<file path="src/rtl/sram2_arb_pkg.sv">
// sram2_arb_pkg: shared types and default widths for the SRAM2 access controller
package sram2_arb_pkg;
  localparam int ADDR_W_DEF = 16;
  localparam int DATA_W_DEF = 32;
  localparam int MAX_WAIT_DEF = 4;
  localparam int BE_W = 4;
  typedef enum logic [1:0] {OWN_NONE, OWN_LSU, OWN_DMA} owner_e;
endpackage

</file>
<file path="src/rtl/sram2_port2_arb.sv">
// sram2_port2_arb: LSU-priority grant for port 2 with DMA aging so DMA cannot starve
module sram2_port2_arb
  import sram2_arb_pkg::*;
#(
  parameter int MAX_WAIT = MAX_WAIT_DEF
) (
  input  logic clk,
  input  logic rst_n,
  input  logic lsu_req,
  input  logic dma_req,
  output logic lsu_gnt,
  output logic dma_gnt
);
  localparam int CW = $clog2(MAX_WAIT + 1);
  logic [CW-1:0] wait_cnt;
  assign dma_gnt = rst_n && dma_req && (!lsu_req || wait_cnt == CW'(MAX_WAIT));
  assign lsu_gnt = rst_n && lsu_req && !dma_gnt;
  // count consecutive denied DMA cycles, restart once DMA wins or drops its request
  always_ff @(posedge clk or negedge rst_n)
    if (!rst_n) wait_cnt <= '0;
    else wait_cnt <= (!dma_req || dma_gnt) ? '0 : (wait_cnt == CW'(MAX_WAIT) ? wait_cnt : wait_cnt + CW'(1));
endmodule

</file>
<file path="src/rtl/sram2_arbiter.sv">
// sram2_arbiter: shares the dual-read-port SRAM2 macro among IF, LSU and DMA
module sram2_arbiter
  import sram2_arb_pkg::*;
#(
  parameter int ADDR_W = ADDR_W_DEF,
  parameter int DATA_W = DATA_W_DEF,
  parameter int MAX_WAIT = MAX_WAIT_DEF
) (
  input  logic              clk,
  input  logic              rst_n,
  input  logic              if_req,
  input  logic [ADDR_W-1:0] if_addr,
  output logic              if_gnt,
  output logic              if_rvalid,
  output logic [DATA_W-1:0] if_rdata,
  input  logic              lsu_req,
  input  logic              lsu_we,
  input  logic [BE_W-1:0]   lsu_be,
  input  logic [ADDR_W-1:0] lsu_addr,
  input  logic [DATA_W-1:0] lsu_wdata,
  output logic              lsu_gnt,
  output logic              lsu_rvalid,
  output logic [DATA_W-1:0] lsu_rdata,
  input  logic              dma_req,
  input  logic              dma_we,
  input  logic [BE_W-1:0]   dma_be,
  input  logic [ADDR_W-1:0] dma_addr,
  input  logic [DATA_W-1:0] dma_wdata,
  output logic              dma_gnt,
  output logic              dma_rvalid,
  output logic [DATA_W-1:0] dma_rdata,
  output logic              sram_cen,
  output logic              sram_wen,
  output logic [BE_W-1:0]   sram_ben,
  output logic [ADDR_W-1:0] sram_addr1,
  output logic [ADDR_W-1:0] sram_addr2,
  output logic [DATA_W-1:0] sram_din,
  input  logic [DATA_W-1:0] sram_dout1,
  input  logic [DATA_W-1:0] sram_dout2
);
  owner_e            p2_own;
  logic              if_pend;
  logic              p2_we;
  logic [BE_W-1:0]   p2_be;
  logic [DATA_W-1:0] if_hold, lsu_hold, dma_hold;
  sram2_port2_arb #(.MAX_WAIT(MAX_WAIT)) u_arb (
    .clk     (clk),
    .rst_n   (rst_n),
    .lsu_req (lsu_req),
    .dma_req (dma_req),
    .lsu_gnt (lsu_gnt),
    .dma_gnt (dma_gnt)
  );
  assign if_gnt = rst_n && if_req;
  assign sram_addr1 = if_addr;
  // steer the port-2 winner onto the macro pins; idle port 2 drives zeros
  always_comb begin
    p2_we = lsu_gnt ? lsu_we : dma_gnt && dma_we;
    p2_be = lsu_gnt ? lsu_be : dma_be;
    sram_addr2 = lsu_gnt ? lsu_addr : dma_gnt ? dma_addr : '0;
    sram_din = lsu_gnt ? lsu_wdata : dma_gnt ? dma_wdata : '0;
    sram_cen = !(if_gnt || lsu_gnt || dma_gnt);
    sram_wen = !p2_we;
    sram_ben = p2_we ? ~p2_be : '1;
  end
  // remember who owns the read data arriving next cycle
  always_ff @(posedge clk or negedge rst_n)
    if (!rst_n) begin
      if_pend <= 1'b0;
      p2_own <= OWN_NONE;
    end else begin
      if_pend <= if_gnt;
      p2_own <= lsu_gnt ? OWN_LSU : dma_gnt ? OWN_DMA : OWN_NONE;
    end
  assign if_rvalid = if_pend;
  assign lsu_rvalid = p2_own == OWN_LSU;
  assign dma_rvalid = p2_own == OWN_DMA;
  assign if_rdata = if_rvalid ? sram_dout1 : if_hold;
  assign lsu_rdata = lsu_rvalid ? sram_dout2 : lsu_hold;
  assign dma_rdata = dma_rvalid ? sram_dout2 : dma_hold;
  // keep each owner's last response since the macro zeroes its outputs when idle
  always_ff @(posedge clk or negedge rst_n)
    if (!rst_n) begin
      if_hold <= '0;
      lsu_hold <= '0;
      dma_hold <= '0;
    end else begin
      if (if_rvalid) if_hold <= sram_dout1;
      if (lsu_rvalid) lsu_hold <= sram_dout2;
      if (dma_rvalid) dma_hold <= sram_dout2;
    end
endmodule

</file>
<file path="config.mk">
export PLATFORM = sky130hd
export DESIGN_NAME = sram2_arbiter
export DESIGN_NICKNAME = d
export VERILOG_FILES = /design/src/rtl/sram2_arb_pkg.sv /design/src/rtl/sram2_port2_arb.sv /design/src/rtl/sram2_arbiter.sv
export SDC_FILE = /design/constraint.sdc
export NUM_CORES = 1
export LEC_CHECK = 0
export BUFFER_PORTS_ARGS = -buffer_cell sky130_fd_sc_hd__buf_2
export CAP_MARGIN = 20
export CELL_PAD_IN_SITES_DETAIL_PLACEMENT = 1
export CELL_PAD_IN_SITES_GLOBAL_PLACEMENT = 1
export CORE_ASPECT_RATIO = 0.7
export CORE_MARGIN = 4
export CORE_UTILIZATION = 27
export DETAILED_ROUTE_END_ITERATION = 10
export GPL_TIMING_DRIVEN = 0
export HOLD_SLACK_MARGIN = 0.15
export PLACE_DENSITY = 0.8
export SLEW_MARGIN = 20
export SYNTH_ARGS = -nofsm -noshare
export SYNTH_HDL_FRONTEND = slang
export SYNTH_HIERARCHICAL = 1
export SYNTH_SLANG_ARGS = --single-unit
export TNS_END_PERCENT = 1
</file>
<file path="constraint.sdc">
create_clock -name clk -period 1.9 [get_ports clk]
set_clock_uncertainty 0.2 [all_clocks]
set_input_delay 0.19 -clock clk [delete_from_list [all_inputs] [get_ports clk]]
set_output_delay 0.19 -clock clk [all_outputs]
set_load 0.005 [all_outputs]
</file>
# Word level (Yosys, flattened, before mapping)
# Cells that the tools add are included.
[word_totals] wordCells=41 in_bits=191 register_bits=102
[op_classes] n_addsub=1 reduce_logical=15 n_bitwise=1 n_eq_ne=4 muxes=14
[ops] cell="two-way mux 32 bit" count=5
[ops] cell="two-way mux 16 bit" count=2
[ops] cell="two-way mux 4 bit" count=2
[ops] cell="logical AND 1 bit" count=6
[ops] cell="two-way mux 3 bit" count=2
[ops] cell="logical NOT 1 bit" count=5
[ops] cell="logical OR 1 bit" count=4
[ops] cell="two-way mux 2 bit" count=2
[ops] cell="NOT 4 bit" count=1
[ops] cell="adder 3 x 1 -> 3 bit, second input constant" count=1
[ops] cell="equality test 3 bit, second input constant" count=1
[ops] cell="equality test 2 x 1 -> 1 bit, second input constant" count=1
[ops] cell="equality test 2 bit, second input constant" count=1
[ops] cell="!= test 2 bit, second input constant" count=1
[ops] cell="two-way mux 1 bit" count=1

# Longest topological paths before layout
# Gate-level depths: netlist of the first run.
[logic_depth] depth_word=8 mapped_depth=9 depth_no_buf=7

# Cells and area by module
# The synthesis of the first run kept the hierarchy.
[by_module_without_submodules] mod="sram2_arbiter" seq_area_each_um2=2477.4 area_each_um2=4600.7 instances=1 cells_per_inst=299
[by_module_without_submodules] mod="sram2_port2_arb" seq_area_each_um2=75.1 area_each_um2=205.2 instances=1 cells_per_inst=23

# Worst setup path before layout of the first run
# OpenSTA, ideal clock, no wires.
[synth_path] path_type="register to output" start="register u_arb.wait_cnt[0]" end="output port sram_din[12]" t_arrival_ps=1625 n_path_buf=2 setup_slack_ps=-115 stages_incl_launch_ff=10 path_cell_list="dfrtp_1 > inv_1 > ha_1 > nand2_2 > nand2_1 > and3_1 > and2b_4 > buf_6 > buf_6 > a22o_1"
[synth_via] elab_chain_cells=6
[synth_lines] element="start: declaration" line_no="sram2_port2_arb.sv:15" source="logic [CW-1:0] wait_cnt;"
[synth_lines] element="start signal: assignment" line_no="sram2_port2_arb.sv:21" source="else wait_cnt <= (!dma_req || dma_gnt) ? '0 : (wait_cnt == CW'(MAX_WAIT) ? wait_cnt : wait_cnt + CW'(1));"
[synth_lines] element="equality test 3 bit (*)" line_no="sram2_port2_arb.sv:16" source="assign dma_gnt = rst_n && dma_req && (!lsu_req || wait_cnt == CW'(MAX_WAIT));"
[synth_lines] element="logical OR 1 bit (*)" line_no="sram2_port2_arb.sv:16"
[synth_lines] element="logical AND 1 bit (*)" line_no="sram2_port2_arb.sv:16"
[synth_lines] element="net dma_gnt" line_no="sram2_arbiter.sv:29" source="output logic dma_gnt,"
[synth_lines] element="logical NOT 1 bit" line_no="sram2_port2_arb.sv:17" source="assign lsu_gnt = rst_n && lsu_req && !dma_gnt;"
[synth_lines] element="logical AND 1 bit" line_no="sram2_port2_arb.sv:17"
[synth_lines] element="two-way mux 32 bit (*)" line_no="sram2_arbiter.sv:61" source="sram_din = lsu_gnt ? lsu_wdata : dma_gnt ? dma_wdata : '0;"
[synth_lines] element="end: declaration" line_no="sram2_arbiter.sv:37" source="output logic [DATA_W-1:0] sram_din,"
# The timed path passes the listed nets; every way through them passes the cells marked *.

# Worst setup path in the final report of the first run
[layout_path] start="register u_arb.wait_cnt[0]" end="output port sram_addr2[7]"
[layout_via] elab_chain_cells=6
[layout_lines] element="equality test 3 bit (*)" line_no="sram2_port2_arb.sv:16"
[layout_lines] element="logical OR 1 bit (*)" line_no="sram2_port2_arb.sv:16"
[layout_lines] element="logical AND 1 bit (*)" line_no="sram2_port2_arb.sv:16"
[layout_lines] element="logical NOT 1 bit" line_no="sram2_port2_arb.sv:17"
[layout_lines] element="logical AND 1 bit" line_no="sram2_port2_arb.sv:17"
[layout_lines] element="two-way mux 16 bit (*)" line_no="sram2_arbiter.sv:60" source="sram_addr2 = lsu_gnt ? lsu_addr : dma_gnt ? dma_addr : '0;"
[layout_lines] element="end: declaration" line_no="sram2_arbiter.sv:36" source="output logic [ADDR_W-1:0] sram_addr2,"
# Mark *: on every way between the ends. The rest lies on a longest branch, timed or not.

==> results of run 1 <==
placed cells by master, fill, tap and decap left out, drive strengths merged, types with 2 or more instances in the layout:
master,instances
buf,392
dfrtp,102
mux2,96
dlygate4sd3,67
a22o,48
clkbuf,14
inv,8
nand3,6
a2bb2oi,4
nand2b,2
a31oi,2
clkinv,2
or3,2
a21oi,2
nand3b,2
and2,2
nand2,2
ha,2
per-stage QoR:
| stage | TNS [ns] | area [µm²] |
|---|---|---|
| floorplan | -0.187 | 4830 |
| global placement | -185.58 | 6850 |
| detailed placement | -37.74 | 6880 |
| CTS | -41.09 | 8640 |
| global route | -48.67 | 8670 |
| finish | -37.14 | 8670 |
routing by layer:
layer | share of wire | vias up | GRT usage
li1 | - | 2033 | -
met1 | 0.37 | 2229 | 0.227
met2 | 0.54 | 188 | 0.397
met3 | 0.061 | 34 | 0.0504
met4 | 0.021 | 2 | 0.0628
met5 | 0.00093 | - | 0
cells by family (layout without fill, tap and decap cells):
family          after synthesis  after routing  share of synthesized area
flops                       102            102                      0.531
mux                          96             96                      0.270
compound gates               58             58                      0.103
buf+inv                      44            484                     0.0653
simple gates                 20             20                     0.0250
fa+ha+maj                     2              2                    0.00521
area by class of cell:
| type | instances | area share |
|---|---|---|
| tap | 231 | 0.0333 |
| clock inverter | 6 | 0.00592 |
| multi-input combinational | 176 | 0.247 |
| inverter | 5 | 0.00217 |
| buffer | 39 | 0.0497 |
| clock buffer | 10 | 0.0276 |
| timing repair buffer | 424 | 0.340 |
| sequential | 102 | 0.295 |
timing repair:
item	4_1_cts	5_1_grt
endpoints found under the hold margin	203	102
endpoints found under the setup margin	149	149
buffers inserted	8	0
gates resized for setup	144	7
gates cloned	2	0
pin swaps	4	1
worst max path at each step:
stage,depth (start not counted),to,startpoint
after floorplan,8,sram_din[12],u_arb/wait_cnt[1]
after global placement,6,sram_din[10],rst_n
after detailed placement,7,sram_din[16],rst_n
after CTS,9,sram_addr2[5],u_arb/wait_cnt[0]
after global routing,9,sram_addr2[2],u_arb/wait_cnt[0]
final,8,sram_addr2[7],u_arb/wait_cnt[0]
flip-flops by register name, indices dropped and copies added (netlist names):
signal and count:
lsu_hold 32, u_arb/wait_cnt 3, if_rvalid 1, dma_hold 32, p2_own 2, if_hold 32
where the power goes:
group	total, mW	switching (mW)	internal (mW)	leakage, nW
clock	1.80	0.860	0.944	0.140
combinational	2.38	0.914	1.46	3.18
sequential	2.70	0.137	2.56	1.20
total	6.88	1.91	4.97	4.52
==> results.rst, run 1 <==
.. list-table::
   :header-rows: 1

   * - Metric
     - Value
   * - Proportion of netlist area held by the largest area contributor
     - 0.531
   * - Detailed-router iteration count before antenna repair
     - 4
   * - Startpoint types
     - flip-flop
   * - Drt wl/cell
     - 21.7 µm
   * - Rows
     - 40
   * - Max Cap Viol
     - 0
   * - Cell type with the highest aggregate area in the netlist
     - sky130_fd_sc_hd__dfrtp_1
   * - Number of antenna diodes
     - 0
   * - Hold WC Path Type
     - in -> async
   * - Clock edge transition at the registers on the reported setup and hold paths
     - 0.07 ns
   * - Max-slew violation count
     - 0
   * - Arrival time reported for the critical path endpoint
     - 2.10 ns
   * - Outcome
     - finished, violations left
   * - Global placement routability congestion
     - 0.801
   * - Number of flops mapped to enable cells by yosys
     - 0
   * - Post-route ant nets
     - 0
   * - Synth Warn #
     - 6
   * - Count of non-filler cells in the finished layout
     - 993
   * - Avg Synthesized Cell Area
     - 14.9 µm²
   * - WL final
     - 21.6 mm
   * - Fraction of layout instances using a drive strength above 1
     - 0.689
   * - Violated checks
     - hold timing, setup timing
   * - Top FF cell, synth
     - sky130_fd_sc_hd__dfrtp_1
   * - Path type of the worst setup path
     - reg -> out
   * - CP Cell Sequence
     - inv_2 > ha_4 > nand2_4 > o211a_4 > and2b_4 > buf_4 > a22o_1 > buf_2
   * - Number of register bits inferred by synthesis
     - 102
   * - Cell at the slowest stage of the critical path
     - sky130_fd_sc_hd__dfrtp_1
   * - Initial Utilization
     - 0.278
   * - Maximum count of clock buffers along a single path
     - 2
   * - Maximum number of pins on one net before global-route repair
     - 67
   * - Power density over cell area
     - 793 nW/µm²
   * - Number of global-route vias before repair
     - 5242
   * - Total via count after detailed routing
     - 4486
   * - Data required time of the worst path
     - 1.51 ns
   * - Sequential Area
     - 2550 µm²
   * - Category of the worst setup path capture point
     - output port
   * - Crit path buf inv count
     - 3
   * - Capture point of the worst reg-to-reg path
     - u_arb/wait_cnt[1]
   * - Dominant cells by area after synthesis
     - sky130_fd_sc_hd__dfrtp_1, sky130_fd_sc_hd__mux2_4, sky130_fd_sc_hd__a22o_1
   * - Reg-to-reg startpoint
     - u_arb/wait_cnt[0]
   * - Peak clock frequency supported by timing
     - 0.401 GHz
   * - Synth Cell Area
     - 4810 µm²
   * - Area of the die
     - 20000 µm²
   * - DRC marker count from the first detailed-route iteration
     - 150
   * - Total leakage power
     - 4.52 nW
   * - Sequential element share of the synthesized area
     - 0.531
   * - Synth async-reset ratio
     - 1.00
   * - Final nets
     - 950
   * - Clock Latency Late Sink
     - 0.35 ns
   * - Most instantiated library cell after synthesis
     - sky130_fd_sc_hd__dfrtp_1
   * - Total Power
     - 6.88 mW
   * - CP delay by family, top
     - compound AO/OA/AOI/OAI gates
   * - Hpwl dp
     - 15.2 mm
   * - Hold_buf cts
     - 67
   * - Largest driver fanout on the critical path
     - 10
   * - Maximum VDD drop
     - 510 µV
   * - IO Count
     - 363
   * - Count of H-tree levels built during CTS
     - 3
   * - Via density per instance
     - 4.52
   * - Core region area
     - 17300 µm²
   * - Total area of multi-input combinational cells
     - 2140 µm²
   * - Max-slew headroom at the worst pin
     - 0.763
   * - Placed Cells incl. Taps
     - 900
   * - Area growth from synthesis to layout
     - 80.3%
   * - Worst slew pin tran
     - 0.355 ns
   * - Smallest hold slack
     - -0.477 ns
   * - Pre-CTS WS
     - -0.796 ns
   * - Final Cycle Share
     - 1.31
   * - Largest stage delay on the critical path
     - 0.40 ns
   * - Num CTS Buffers
     - 9
   * - Depth of the worst register-to-register path
     - 7
   * - First-pass GRT wire length
     - 32.2 mm
   * - Clock tree from TritonCTS
     - done
   * - Number of hold-slack violations in the final timing report
     - 102
   * - RSZ-0062 raised after global routing
     - yes
   * - Final-report setup violation count
     - 116
   * - Width of the die
     - 167 µm
   * - Number of inserted filler cells in the final layout
     - 1891
   * - Synth Instances
     - 322
   * - Final period demand of the worst path
     - 2.49 ns
   * - Total clock sinks
     - 102
   * - Clock Root Buffer
     - sky130_fd_sc_hd__clkbuf_16
   * - Synth cell count leaders
     - sky130_fd_sc_hd__dfrtp_1, sky130_fd_sc_hd__mux2_4, sky130_fd_sc_hd__a22o_1
   * - Total Routing Usage GR
     - 0.208
   * - Count of distinct cell types in the synthesized netlist
     - 27
   * - Count of buffers inserted at the top-level ports
     - 346
   * - Die span in y
     - 120 µm
   * - Register-to-register path setup slack
     - 0.16 ns
   * - Number of antenna violations at the first check in global routing
     - 1
   * - Final WS setup
     - -0.593 ns
   * - Residual DRC count
     - 0
   * - Overflow left after global routing
     - 0
   * - Final core utilization
     - 0.501
   * - Net count of the mapped netlist
     - 515
Note: power is estimated with default switching activity, not from simulation.
==> run 2: changes to the inputs <==
--- a/config.mk
+++ b/config.mk
@@ -15,7 +15,7 @@
 export DETAILED_ROUTE_END_ITERATION = 10
 export GPL_TIMING_DRIVEN = 0
 export HOLD_SLACK_MARGIN = 0.15
-export PLACE_DENSITY = 0.8
+export PLACE_DENSITY_LB_ADDON = 0.1
 export SLEW_MARGIN = 20
 export SYNTH_ARGS = -nofsm -noshare
 export SYNTH_HDL_FRONTEND = slang
==> results.rst, run 2 (same netlist as run 1, synthesis figures left out) <==
.. list-table::
   :header-rows: 1

   * - Metric
     - Value
   * - Outcome
     - finished, violations left
   * - Violated checks
     - hold timing, setup timing
   * - Hpwl dp
     - 14.7 mm (-2.9%)
   * - Global placement routability congestion
     - 0.819 (+2.2%)
   * - Overflow left after global routing
     - 0 (unchanged)
   * - Startpoint types
     - flip-flop
   * - Core region area
     - 17300 µm² (unchanged)
   * - Number of global-route vias before repair
     - 5059 (-3.5%)
   * - Detailed-router iteration count before antenna repair
     - 4 (unchanged)
   * - Drt wl/cell
     - 19.4 µm (-10%)
   * - Category of the worst setup path capture point
     - output port
   * - Placed Cells incl. Taps
     - 900 (unchanged)
   * - Met2 global-route usage
     - 0.323 (-0.0735)
   * - Clock edge transition at the registers on the reported setup and hold paths
     - 0.07 ns (about the same)
   * - Pre-CTS WS
     - -0.570 ns (+0.225 ns)
   * - Number of hold-slack violations in the final timing report
     - 51 (-50%)
   * - WL final
     - 19.3 mm (-10%)
   * - Maximum VDD drop
     - 487 µV (-4.4%)
   * - GR Layer Usage met1
     - 0.221 (-0.00544)
   * - Path type of the worst setup path
     - reg -> out
   * - Most used cells in the layout excluding fill and tap cells
     - sky130_fd_sc_hd__buf_2, sky130_fd_sc_hd__dfrtp_1, sky130_fd_sc_hd__mux2_4, sky130_fd_sc_hd__buf_6, sky130_fd_sc_hd__dlygate4sd3_1
   * - Reg-to-reg startpoint
     - u_arb/wait_cnt[0]
   * - Area of the die
     - 20000 µm² (unchanged)
   * - Number of antenna diodes
     - 0 (unchanged)
   * - Count of buffers inserted at the top-level ports
     - 346 (unchanged)
   * - Area growth from synthesis to layout
     - 80.1%
   * - Total Routing Usage GR
     - 0.183 (-0.0250)
   * - Count of H-tree levels built during CTS
     - 3 (unchanged)
   * - Width of the die
     - 167 µm (unchanged)
   * - RSZ-0062 raised after global routing
     - yes
   * - Max-slew headroom at the worst pin
     - 0.643 (-0.120)
   * - DRC marker count from the first detailed-route iteration
     - 204 (+36%)
   * - Max-slew violation count
     - 0 (unchanged)
   * - Depth of the worst register-to-register path
     - 5 (-2)
   * - Final-report setup violation count
     - 115 (-0.86%)
   * - Num CTS Buffers
     - 9 (unchanged)
   * - CP Cell Sequence
     - inv_2 > ha_4 > nand2_4 > o211a_4 > and2b_4 > buf_6 > buf_6 > a22o_1 > buf_2
   * - Total via count after detailed routing
     - 4412 (-1.6%)
   * - Clock Latency Late Sink
     - 0.34 ns (about the same)
   * - Smallest hold slack
     - -0.410 ns (+0.0676 ns)
   * - Hold_buf cts
     - 68 (+1.5%)
   * - Via density per instance
     - 4.44 (-1.7%)
   * - Total clock sinks
     - 102 (unchanged)
   * - Initial Utilization
     - 0.278 (unchanged)
   * - Post-route ant nets
     - 0 (unchanged)
   * - IO Count
     - 363 (unchanged)
   * - Capture point of the worst reg-to-reg path
     - u_arb/wait_cnt[2]
   * - First-pass GRT wire length
     - 28.8 mm (-10%)
   * - Number of antenna violations at the first check in global routing
     - 0 (-1)
   * - Fraction of layout instances using a drive strength above 1
     - 0.678 (-0.0114)
   * - Die span in y
     - 120 µm (unchanged)
   * - Arrival time reported for the critical path endpoint
     - 2.08 ns (-0.02 ns)
   * - Max Cap Viol
     - 0 (unchanged)
   * - GR Layer Usage met3
     - 0.0560 (+0.00560)
   * - Final nets
     - 951 (+0.11%)
   * - Maximum count of clock buffers along a single path
     - 2 (unchanged)
   * - Count of non-filler cells in the finished layout
     - 994 (+0.10%)
   * - Residual DRC count
     - 0 (unchanged)
   * - Worst slew pin tran
     - 0.535 ns (+0.180 ns)
   * - Register-to-register path setup slack
     - -0.05 ns (-0.21 ns)
   * - Power density over cell area
     - 787 nW/µm² (-0.76%)
   * - Number of inserted filler cells in the final layout
     - 1862 (-1.5%)
   * - Total leakage power
     - 4.51 nW (-0.21%)
   * - Final Cycle Share
     - 1.30 (-0.00999)
   * - Data required time of the worst path
     - 1.51 ns (about the same)
   * - Most repeated library cell on the critical path
     - sky130_fd_sc_hd__buf_6
   * - Most common cell after layout, fill and taps aside
     - sky130_fd_sc_hd__buf_2
   * - Most congested layer reported by global routing
     - met2
   * - Total Power
     - 6.81 mW (-0.89%)
   * - Hold WC Path Type
     - in -> async
   * - Final WS setup
     - -0.574 ns (+0.0190 ns)
   * - Largest driver fanout on the critical path
     - 5 (-5)
   * - Final core utilization
     - 0.500 (-0.000651)
   * - Peak clock frequency supported by timing
     - 0.404 GHz (+0.77%)
   * - Clock Root Buffer
     - sky130_fd_sc_hd__clkbuf_16
   * - Final period demand of the worst path
     - 2.47 ns (-0.0190 ns)
   * - Rows
     - 40 (unchanged)
   * - Cell at the slowest stage of the critical path
     - sky130_fd_sc_hd__dfrtp_1
   * - Largest stage delay on the critical path
     - 0.40 ns (about the same)
   * - Top flop regs
     - dma_hold (32), if_hold (32), lsu_hold (32)
   * - Maximum number of pins on one net before global-route repair
     - 57 (-15%)
   * - Clock tree from TritonCTS
     - done
run 2: repair_timing:
action	CTS	global route
cloned	2	1
pin swaps	5	3
setup endpoints to repair	149	151
gates resized for setup	80	65
hold endpoints to repair	203	102
buffers inserted	7	0
run 2: worst max path at each step:
stage / to / cells after the start / start / slack, ns
floorplan: sram_din[12] / 8 / u_arb/wait_cnt[1] / -0.02
global placement: sram_din[11] / 6 / rst_n / -2.03
detailed placement: sram_din[11] / 6 / rst_n / -0.57
CTS: sram_addr2[11] / 9 / u_arb/wait_cnt[0] / -0.59
global route: sram_din[15] / 9 / u_arb/wait_cnt[0] / -0.69
finish: sram_din[11] / 9 / u_arb/wait_cnt[0] / -0.57
run 2: metrics by stage:
stage / setup TNS [ns] / instance area (µm²)
floorplan: -0.187 / 4830
global placement: -192.07 / 6850
detailed placement: -21.42 / 6880
CTS: -39.90 / 8340
global route: -46.32 / 8660
finish: -34.41 / 8660
run 2: cell type report:
cell class                      instances  area (µm²)  share of cell area
Timing Repair Buffer                  425        2970               0.343
Sequential cell                       102        2550               0.295
Multi-Input combinational cell        176        2080               0.240
Buffer                                 39         453              0.0523
Tap cell                              231         289              0.0334
Clock buffer                           10         239              0.0276
Clock inverter                          6        53.8             0.00622
Inverter                                5        18.8             0.00217
run 2: power breakdown:
part | switching (mW) | internal, mW | total (mW) | leakage, nW
Combinational | 0.871 | 1.47 | 2.34 | 3.17
Sequential | 0.114 | 2.56 | 2.67 | 1.20
Clock | 0.853 | 0.948 | 1.80 | 0.135
Total | 1.84 | 4.98 | 6.81 | 4.51
run 2: critical path: cells and delay by family (launching register included):
| family | cells | cell delay, ns |
|---|---|---|
| fa+ha+maj | 1 | 0.15 |
| buf+inv | 4 | 0.47 |
| compound gates | 2 | 0.40 |
| flops | 1 | 0.40 |
| simple gates | 2 | 0.34 |
run 2: routing by layer:
metal	wire (µm)	vias up
met5	0	-
met4	202	0
met3	1260	14
met2	10200	164
met1	7690	2200
li1	-	2034
==> run 3: changes to the inputs <==
--- a/config.mk
+++ b/config.mk
@@ -15,7 +15,7 @@
 export DETAILED_ROUTE_END_ITERATION = 10
 export GPL_TIMING_DRIVEN = 0
 export HOLD_SLACK_MARGIN = 0.15
-export PLACE_DENSITY_LB_ADDON = 0.1
+export PLACE_DENSITY = 0.88
 export SLEW_MARGIN = 20
 export SYNTH_ARGS = -nofsm -noshare
 export SYNTH_HDL_FRONTEND = slang
==> results.rst, run 3 (same netlist as run 1, synthesis figures left out) <==
.. list-table::
   :header-rows: 1

   * - Metric
     - Value
   * - Max Cap Viol
     - 0 (unchanged)
   * - Share of power burned in registers
     - 0.386 (-0.006)
   * - Total clock sinks
     - 102 (unchanged)
   * - Global placement routability congestion
     - 0.827 (+0.99%)
   * - Net Sw Frac
     - 0.276 (+0.00621)
   * - Total Routing Usage GR
     - 0.201 (+0.0188)
   * - Most common cell after layout, fill and taps aside
     - sky130_fd_sc_hd__buf_2
   * - Initial Utilization
     - 0.278 (unchanged)
   * - Setup TNS after final layout
     - -36.69 ns (-2.28 ns)
   * - Worst slew pin tran
     - 0.261 ns (-0.274 ns)
   * - Startpoint types
     - flip-flop
   * - Final period demand of the worst path
     - 2.50 ns (+0.0216 ns)
   * - Hpwl dp
     - 15.2 mm (+2.9%)
   * - Clock edge transition at the registers on the reported setup and hold paths
     - 0.07 ns (about the same)
   * - Data required time of the worst path
     - 1.51 ns (about the same)
   * - Violated checks
     - hold timing, setup timing
   * - DRC marker count from the first detailed-route iteration
     - 211 (+3.4%)
   * - CP Cell Sequence
     - inv_2 > ha_4 > nand2_4 > o211a_4 > clkbuf_4 > and2_2 > a2bb2oi_1 > buf_2
   * - Count of buffers inserted at the top-level ports
     - 346 (unchanged)
   * - Total via count after detailed routing
     - 4542 (+2.9%)
   * - Number of global-route vias before repair
     - 5150 (+1.8%)
   * - Count of non-filler cells in the finished layout
     - 1005 (+1.1%)
   * - Largest stage delay on the critical path
     - 0.39 ns (about the same)
   * - Clock Latency Late Sink
     - 0.35 ns (about the same)
   * - Die span in y
     - 120 µm (unchanged)
   * - Detailed-router iteration count before antenna repair
     - 5 (+1)
   * - Max-slew headroom at the worst pin
     - 0.826 (+0.183)
   * - Final-report setup violation count
     - 118 (+2.6%)
   * - Path type of the worst setup path
     - reg -> out
   * - Clock tree from TritonCTS
     - done
   * - Clock Root Buffer
     - sky130_fd_sc_hd__clkbuf_16
   * - Most used cells in the layout excluding fill and tap cells
     - sky130_fd_sc_hd__buf_2, sky130_fd_sc_hd__dfrtp_1, sky130_fd_sc_hd__mux2_4, sky130_fd_sc_hd__dlygate4sd3_1, sky130_fd_sc_hd__buf_6
   * - Hold WC Path Type
     - in -> async
   * - Width of the die
     - 167 µm (unchanged)
   * - Outcome
     - finished, violations left
   * - Max-slew violation count
     - 0 (unchanged)
   * - IO Count
     - 363 (unchanged)
   * - Core region area
     - 17300 µm² (unchanged)
   * - Int Power
     - 5.08 mW (+2.0%)
   * - Num CTS Buffers
     - 9 (unchanged)
   * - Count of H-tree levels built during CTS
     - 3 (unchanged)
   * - Arrival time reported for the critical path endpoint
     - 2.11 ns (+0.03 ns)
   * - Number of antenna violations at the first check in global routing
     - 4 (+4)
   * - WL final
     - 22.4 mm (+16%)
   * - Cell at the slowest stage of the critical path
     - sky130_fd_sc_hd__dfrtp_1
   * - Power density over cell area
     - 798 nW/µm² (+1.4%)
   * - CP delay by family, top
     - compound AO/OA/AOI/OAI gates
   * - Category of the worst setup path capture point
     - output port
   * - Smallest hold slack
     - -0.321 ns (+0.0893 ns)
   * - Pre-CTS WS
     - -0.841 ns (-0.270 ns)
   * - Drt wl/cell
     - 22.3 µm (+15%)
   * - Placed Cells incl. Taps
     - 900 (unchanged)
   * - Overflow left after global routing
     - 0 (unchanged)
   * - First-pass GRT wire length
     - 31.2 mm (+8.2%)
   * - Largest driver fanout on the critical path
     - 10 (+5)
   * - Relative contribution of the clock network to total power
     - 0.268 (+0.004)
   * - Number of hold-slack violations in the final timing report
     - 44 (-14%)
   * - Final Cycle Share
     - 1.31 (+0.0114)
   * - Rows
     - 40 (unchanged)
   * - Final nets
     - 960 (+0.95%)
   * - Residual DRC count
     - 0 (unchanged)
   * - RSZ-0062 raised after global routing
     - yes
   * - Reg-to-reg startpoint
     - u_arb/wait_cnt[0]
   * - Via density per instance
     - 4.52 (+1.8%)
   * - Maximum count of clock buffers along a single path
     - 2 (unchanged)
   * - Post-route ant nets
     - 0 (unchanged)
   * - Maximum VDD drop
     - 609 µV (+25%)
   * - Switching power total
     - 1.93 mW (+5.2%)
   * - Crit path buf inv count
     - 3 (-1)
   * - Launching element of the worst setup path
     - u_arb/wait_cnt[0]
   * - Top flop regs
     - dma_hold (32), if_hold (32), lsu_hold (32)
   * - Maximum number of pins on one net before global-route repair
     - 68 (+19%)
   * - Fraction of layout instances using a drive strength above 1
     - 0.681 (+0.00376)
   * - Area growth from synthesis to layout
     - 82.8%
   * - Final core utilization
     - 0.507 (+0.00737)
   * - Area of the die
     - 20000 µm² (unchanged)
   * - Proportion of power drawn by combinational gates
     - 0.347 (+0.003)
   * - Peak clock frequency supported by timing
     - 0.401 GHz (-0.87%)
   * - Total leakage power
     - 4.61 nW (+2.1%)
   * - Final WS setup
     - -0.596 ns (-0.0216 ns)
==> run 3: final timing paths <==
check / slack (ns) / to / cells after the start
max: -0.60 / sram_ben[1] / 8
min: -0.32 / dma_hold[12] / 3
max reg2reg: 0.17 / p2_own[1] / 6
min reg2reg: 0.29 / dma_hold[6] / 1
max in group asynchronous: 0.62 / u_arb/wait_cnt[0] / 6
min in group clk: 0.19 / u_arb/wait_cnt[2] / 4
==> run 3: power groups by stage <==
stage | Clock, mW | Sequential, mW | Combinational, mW
2_1_floorplan | 0 | 2.67 | 0.899
3_3_place_gp | 0 | 2.69 | 1.73
3_5_place_dp | 0 | 2.72 | 1.80
4_1_cts | 1.93 | 2.68 | 2.15
5_1_grt | 2.03 | 2.74 | 2.57
6_report | 1.88 | 2.70 | 2.43
==> run 3: repair_timing <==
item / 4_1_cts / 5_1_grt
endpoints found under the hold margin: 203 / 102
endpoints found under the setup margin: 147 / 150
buffers inserted: 8 / 4
pin swaps: 4 / 0
hold buffers: 70 / 2
gates resized for setup: 69 / 74
gates cloned: 2 / 1
==> run 3: per-layer routing <==
metal  wire length (µm)  share of wire  vias to the layer above  global-route usage
met3               1300          0.058                       33              0.0537
met4                471          0.021                        4              0.0537
met1               8080           0.36                     2246               0.212
met2              12500           0.56                      198               0.395
li1                   -              -                     2061                   -
met5                 21        0.00094                        -                   0
==> run 3: worst register-to-register path: stages (launching register included) <==
cell                      delay, ns
sky130_fd_sc_hd__dfrtp_1       0.39
sky130_fd_sc_hd__inv_2         0.09
sky130_fd_sc_hd__ha_4          0.15
sky130_fd_sc_hd__nand2_4       0.06
sky130_fd_sc_hd__o211a_4       0.26
sky130_fd_sc_hd__and2b_4       0.31
sky130_fd_sc_hd__buf_4         0.20
==> run 3: stage by stage <==
stage,total power [mW],instance area (µm²)
finish,7.01,8780
global route,7.34,8780
CTS,6.76,8340
detailed placement,4.53,6880
global placement,4.42,6850
floorplan,3.57,4830
==> run 3: layout make-up <==
type	count	area, µm²
multi-input cells	176	2110
diodes	2	5.00
inverters	5	18.8
well taps	231	289
clock buffers	10	229
fillers	1870	8530
clock inverters	6	70.1
repair buffers	434	3090
plain buffers	39	428
flip-flops and latches	102	2550
